## src/rtl/montacargas_planta_pkg.sv

```systemverilog
// Shared definitions for the freight-lift car plant: motor command encoding
// (common with the controller) and the plant state enumeration.
package montacargas_planta_pkg;

   localparam logic [1:0] MOT_STOP = 2'b00;
   localparam logic [1:0] MOT_UP   = 2'b10;
   localparam logic [1:0] MOT_DN   = 2'b01;
   localparam logic [1:0] MOT_ILL  = 2'b11;

   typedef enum logic [2:0] {
      STOP   = 3'd0,
      SPINUP = 3'd1,
      RUN_UP = 3'd2,
      RUN_DN = 3'd3,
      FLT    = 3'd4
   } planta_state_t;

endpackage

```

## src/rtl/montacargas_planta_divisor.sv

```systemverilog
// Step-rate tick generator: counts 0..STEP_DIV-1 while enabled and emits a
// one-cycle tick on the terminal count, then wraps. Clear has priority.
module planta_divisor #(
   parameter int STEP_DIV = 2
) (
   input  logic clk,
   input  logic rst_n,
   input  logic clr,
   input  logic en,
   output logic tick
);

   localparam int DW = (STEP_DIV > 1) ? $clog2(STEP_DIV) : 1;
   localparam logic [DW-1:0] TERM = DW'(STEP_DIV - 1);

   logic [DW-1:0] cnt;

   assign tick = en && !clr && (cnt == TERM);

   always_ff @(posedge clk or negedge rst_n) begin
      if (!rst_n) begin
         cnt <= '0;
      end else if (clr) begin
         cnt <= '0;
      end else if (en) begin
         cnt <= tick ? '0 : cnt + DW'(1);
      end
   end

endmodule

```

## src/rtl/montacargas_planta.sv

```systemverilog
// Behavioural plant of the three-floor freight lift car: turns MOTOR commands
// into car position and FC1..FC3 limit switches, with spin-up and sticky fault.
module montacargas_planta
   import montacargas_planta_pkg::*;
#(
   parameter int  FLOOR_STEPS = 4,
   parameter int  STEP_DIV    = 2,
   parameter int  SPINUP_CYC  = 3,
   parameter int  INIT_FLOOR  = 0,
   localparam int TOP         = 2 * FLOOR_STEPS,
   localparam int PW          = $clog2(TOP + 1)
) (
   input  logic          CLK,
   input  logic          RESET,
   input  logic [1:0]    MOTOR,
   output logic          FC1,
   output logic          FC2,
   output logic          FC3,
   output logic [PW-1:0] POS,
   output logic          MOVING,
   output logic          FAULT,
   output logic [2:0]    dbg_state
);

   localparam int SW = $clog2(SPINUP_CYC + 1);
   localparam logic [PW-1:0] POS_TOP  = PW'(TOP);
   localparam logic [PW-1:0] POS_MID  = PW'(FLOOR_STEPS);
   localparam logic [PW-1:0] POS_INIT = PW'(INIT_FLOOR * FLOOR_STEPS);
   localparam logic [SW-1:0] SPIN_END = SW'(SPINUP_CYC);

   planta_state_t state, state_nx;
   logic [PW-1:0] pos, pos_nx;
   logic [SW-1:0] spin_cnt, spin_nx;
   logic [1:0]    dir, dir_nx;
   logic          running;
   logic          step_tick;

   assign running = (state == RUN_UP) || (state == RUN_DN);

   // Divider only advances while the held command still matches; any change
   // sends the FSM to STOP and the partial count is thrown away.
   planta_divisor #(
      .STEP_DIV (STEP_DIV)
   ) u_divisor (
      .clk   (CLK),
      .rst_n (RESET),
      .clr   (!running),
      .en    (running && (MOTOR == dir)),
      .tick  (step_tick)
   );

   always_ff @(posedge CLK or negedge RESET) begin
      if (!RESET) begin
         state    <= STOP;
         pos      <= POS_INIT;
         spin_cnt <= '0;
         dir      <= MOT_STOP;
      end else begin
         state    <= state_nx;
         pos      <= pos_nx;
         spin_cnt <= spin_nx;
         dir      <= dir_nx;
      end
   end

   // Priority inside each state: illegal command, overtravel, command change, step.
   always_comb begin
      state_nx = state;
      pos_nx   = pos;
      spin_nx  = spin_cnt;
      dir_nx   = dir;
      case (state)
         STOP: begin
            if (MOTOR == MOT_ILL) begin
               state_nx = FLT;
            end else if ((MOTOR == MOT_UP) || (MOTOR == MOT_DN)) begin
               state_nx = SPINUP;
               dir_nx   = MOTOR;
               spin_nx  = SW'(1);
            end
         end
         SPINUP: begin
            if (MOTOR == MOT_ILL) begin
               state_nx = FLT;
            end else if (MOTOR != dir) begin
               state_nx = STOP;
               spin_nx  = '0;
            end else if (spin_cnt >= SPIN_END) begin
               state_nx = (dir == MOT_UP) ? RUN_UP : RUN_DN;
            end else begin
               spin_nx = spin_cnt + SW'(1);
            end
         end
         RUN_UP: begin
            if (MOTOR == MOT_ILL) begin
               state_nx = FLT;
            end else if (MOTOR != MOT_UP) begin
               state_nx = STOP;
            end else if (step_tick) begin
               if (pos == POS_TOP) state_nx = FLT;
               else                pos_nx   = pos + PW'(1);
            end
         end
         RUN_DN: begin
            if (MOTOR == MOT_ILL) begin
               state_nx = FLT;
            end else if (MOTOR != MOT_DN) begin
               state_nx = STOP;
            end else if (step_tick) begin
               if (pos == '0) state_nx = FLT;
               else           pos_nx   = pos - PW'(1);
            end
         end
         FLT: begin
            state_nx = FLT;
         end
         default: begin
            state_nx = FLT;
         end
      endcase
   end

   assign FC1       = (pos == '0);
   assign FC2       = (pos == POS_MID);
   assign FC3       = (pos == POS_TOP);
   assign POS       = pos;
   assign MOVING    = running;
   assign FAULT     = (state == FLT);
   assign dbg_state = state;

endmodule
```

## config.mk

```make
export PLATFORM = sky130hd
export DESIGN_NAME = montacargas_planta
export DESIGN_NICKNAME = d
export VERILOG_FILES = /design/src/rtl/montacargas_planta_pkg.sv /design/src/rtl/montacargas_planta_divisor.sv /design/src/rtl/montacargas_planta.sv
export SDC_FILE = /design/constraint.sdc
export NUM_CORES = 1
export LEC_CHECK = 0
export CAP_MARGIN = 25
export CORE_AREA = 2 2 47 49
export DETAILED_ROUTE_END_ITERATION = 7
export DIE_AREA = 0 0 49 51
export PLACE_DENSITY_LB_ADDON = 0.08
export SYNTH_ARGS = -nofsm -noshare
export SYNTH_HDL_FRONTEND = slang
export SYNTH_SLANG_ARGS = --single-unit
```

## constraint.sdc

```tcl
create_clock -name CLK -period 1.9 [get_ports CLK]
set_clock_uncertainty 0.1 [all_clocks]
set_input_delay 0.285 -clock CLK [delete_from_list [all_inputs] [get_ports CLK]]
set_output_delay 0.285 -clock CLK [all_outputs]
set_load 0.03 [all_outputs]
```

==> impl_metrics.json <==
{
  "slew_violations": 0,
  "synth_top_area_share_pct": 34.9,
  "core-area_mm2": 0.00206,
  "p_clk_share_pct": 31.3,
  "required_ns": 1.51,
  "post-place-ws_ns": -0.186,
  "grtUsageTotal_pct": 18.4,
  "total_power_uw": 654,
  "postSynthCellCount": 92,
  "power_leakage_uw": 0.000591,
  "swShare_pct": 28.8,
  "slowest_stage": "or4_4",
  "rr_startpoint": "POS[0]",
  "synth_fp_nets": 104,
  "drt-initial-drc-count": 5,
  "yosysSeqAreaShare_pct": 34.9,
  "final_cell_mix": "18 x buf_4, 8 x dfrtp_1, 8 x o21ai_0, 8 x clkdlybuf4s50_1",
  "fin_crit_ns": 1.88,
  "hold_violations": 0,
  "sequentialPowerShare_pct": 46.4,
  "syn_avg_cell_area_um2": 9.34,
  "rsz0062_at_grt": "true",
  "grt_pass1_wl_um": 3420,
  "slew_headroom_pct": 62.4,
  "combPwrFrac_pct": 22.3,
  "finish.utilization_pct": 60.6,
  "powerDensity_mw_per_mm2": 523,
  "grt_max_degree": 13,
  "clock_latency_ns": 0.27,
  "fmax_mhz": 532,
  "worstHoldPathType": "in -> async",
  "post-route-period-util_pct": 98.9,
  "crit_chain": "or4_4 > inv_2 > buf_6",
  "cts_max_path_buffers": 2,
  "synth.largest_area_cell": "dfrtp_1",
  "antenna_found_initial": 0,
  "rrSetupSlack_ns": 0.07,
  "dieHeight_um": 51,
  "crit_type": "reg -> out",
  "setup_slack_ns": 0.0211,
  "internal_power_uw": 466,
  "routed_wl_um": 2010,
  "p_sw_uw": 188,
  "synth.distinct_cells": 36,
  "startpoint_type": "register",
  "status": "finished, final reports clean",
  "grt_pass1_vias": 783,
  "vias": 803,
  "worstMarginPinSlew_ns": 0.562,
  "pin_count": 16,
  "io_buffers": 15,
  "nFillCells": 195,
  "nets": 141,
  "path_max_fanout": 6,
  "arrival_ns": 1.49,
  "die-area_mm2": 0.00250,
  "synth_area_um2": 860,
  "hold_buffers": 0,
  "dr.pass1.iters": 4,
  "cts_buffers": 3,
  "wl_per_cell_um": 12.9,
  "routabilityCongestion": 0.816,
  "die_x_um": 49,
  "drtAntennaViolNets": 0,
  "place.detailed.hpwl_um": 1560,
  "antenna_cells": 0,
  "slowest_delay_ns": 0.58,
  "ys_ff_latch": 12,
  "drive_above_1_share_pct": 32.0,
  "cts_tree": "done",
  "peakVddDrop_v": 0.000454,
  "clk_pin_slew_worst_paths_ns": 0.08,
  "grt_overflow": 0,
  "via_per_inst": 5.15,
  "start_util_pct": 41.7,
  "clock-sinks": 12,
  "final_common_cell": "buf_4",
  "crit_path_end_kind": "output port",
  "synthTopCellsByArea": "dfrtp_1 35%, ha_1 10%, o21ai_0 4.7%, inv_1 3.9%, xnor2_2 3.8%",
  "cts-root-buf": "clkbuf_4",
  "yosys_warnings": 0,
  "cap_violations": 0,
  "rows": 17,
  "startpoint": "POS[0]",
  "post-route-drc-count": 0,
  "setup_viol": 0,
  "htreeDepth": 1,
  "syn_to_final_growth_pct": 45.4
}
==> cells in the mapped netlist <==
master / number
a21oi_1: 5
a22o_1: 1
a32oi_1: 1
a32oi_2: 1
a41o_1: 1
and3_1: 1
and4bb_2: 1
buf_2: 1
dfrtp_1: 12
fa_1: 1
ha_1: 7
inv_1: 9
inv_2: 1
mux2i_1: 1
nand2_1: 7
nand2b_1: 2
nand3_1: 4
nand3b_1: 1
nand4_1: 2
nor2_1: 5
nor2b_1: 1
nor3_1: 2
nor3b_1: 1
nor4_1: 1
nor4b_1: 1
o211ai_1: 2
o21a_1: 1
o21ai_0: 8
o221ai_1: 1
o2bb2ai_1: 1
or2_2: 1
or4_4: 1
or4b_1: 1
xnor2_1: 1
xnor2_2: 2
xor2_1: 3
==> worst paths after layout <==
| path | endpoint | cells past startpoint |
|---|---|---|
| setup / recovery | FC1 | 3 |
| hold / removal | spin_cnt[1] | 1 |
| setup reg to reg | POS[2] | 4 |
| hold reg to reg | spin_cnt[1] | 1 |
| max in group asynchronous | POS[0] | 1 |
| min in group CLK | spin_cnt[1] | 1 |
==> kinds of logic (layout without fill, tap and decap cells) <==
| kind of cell | count (synthesis) | count (layout) | share of synthesized area [%] |
|---|---|---|---|
| compound gates | 22 | 22 | 17.3 |
| simple gates | 32 | 32 | 21.3 |
| xor+xnor | 6 | 6 | 7.86 |
| buf+inv | 11 | 47 | 4.95 |
| fa+ha+maj | 8 | 8 | 12.5 |
| flops | 12 | 12 | 34.9 |
| mux | 1 | 1 | 1.16 |
==> power by group through the flow <==
stage / combinational, uW / sequential, uW / clock [uW]
CTS: 147 / 303 / 210
finish: 146 / 303 / 204
floorplan: 84.0 / 303 / 0
global route: 162 / 309 / 224
detailed placement: 146 / 308 / 0
global placement: 142 / 308 / 0
==> flip-flops by register name (all words and copies together), names as in the netlist <==
register,cells
POS,4
dbg_state,3
dir,2
u_divisor.cnt,1
spin_cnt,2
==> layer usage <==
metal  part of all wire (%)  vias up  GRT usage, %  wire length [um]
met3                    3.9        4          4.09                79
li1                       -      406             -                 -
met5                      0        -             0                 0
met4                    1.6        0          9.52                32
met2                     43       16          27.6               873
met1                     51      377          24.8              1030
==> final cells by class <==
type / instances / area, um2 / share of cell area, %
multi-input cells: 69 / 546 / 43.6
inverters: 10 / 37.5 / 3.00
well taps: 28 / 35.0 / 2.80
flip-flops and latches: 12 / 305 / 24.4
repair buffers: 33 / 290 / 23.2
clock buffers: 4 / 36.3 / 2.90
==> metrics by stage <==
step | hold WS (ns) | std cells | instance area [um2] | TNS [ns]
floorplan | -0.111 | 92 | 867 | -0.123
global placement | 0.388 | 149 | 1150 | -0.845
detailed placement | 0.390 | 149 | 1150 | -0.983
CTS | 0.282 | 155 | 1210 | 0
global route | 0.297 | 156 | 1250 | -0.0870
finish | 0.266 | 156 | 1250 | 0
==> worst max-delay path: cells and delay by family (launching register included) <==
kind	cells	cell delay [ns]
flip-flops	1	0.46
buffers and inverters	2	0.19
AND/OR/NAND/NOR	1	0.58
==> repair_timing <==
item | 4_1_cts | 5_1_grt
pin swaps | 1 | 3
setup buffers | 2 | 1
endpoints found under the setup margin | 6 | 6
resized for setup | 7 | 9
cloned | 0 | 0
Power figures use the tool's default switching activity.
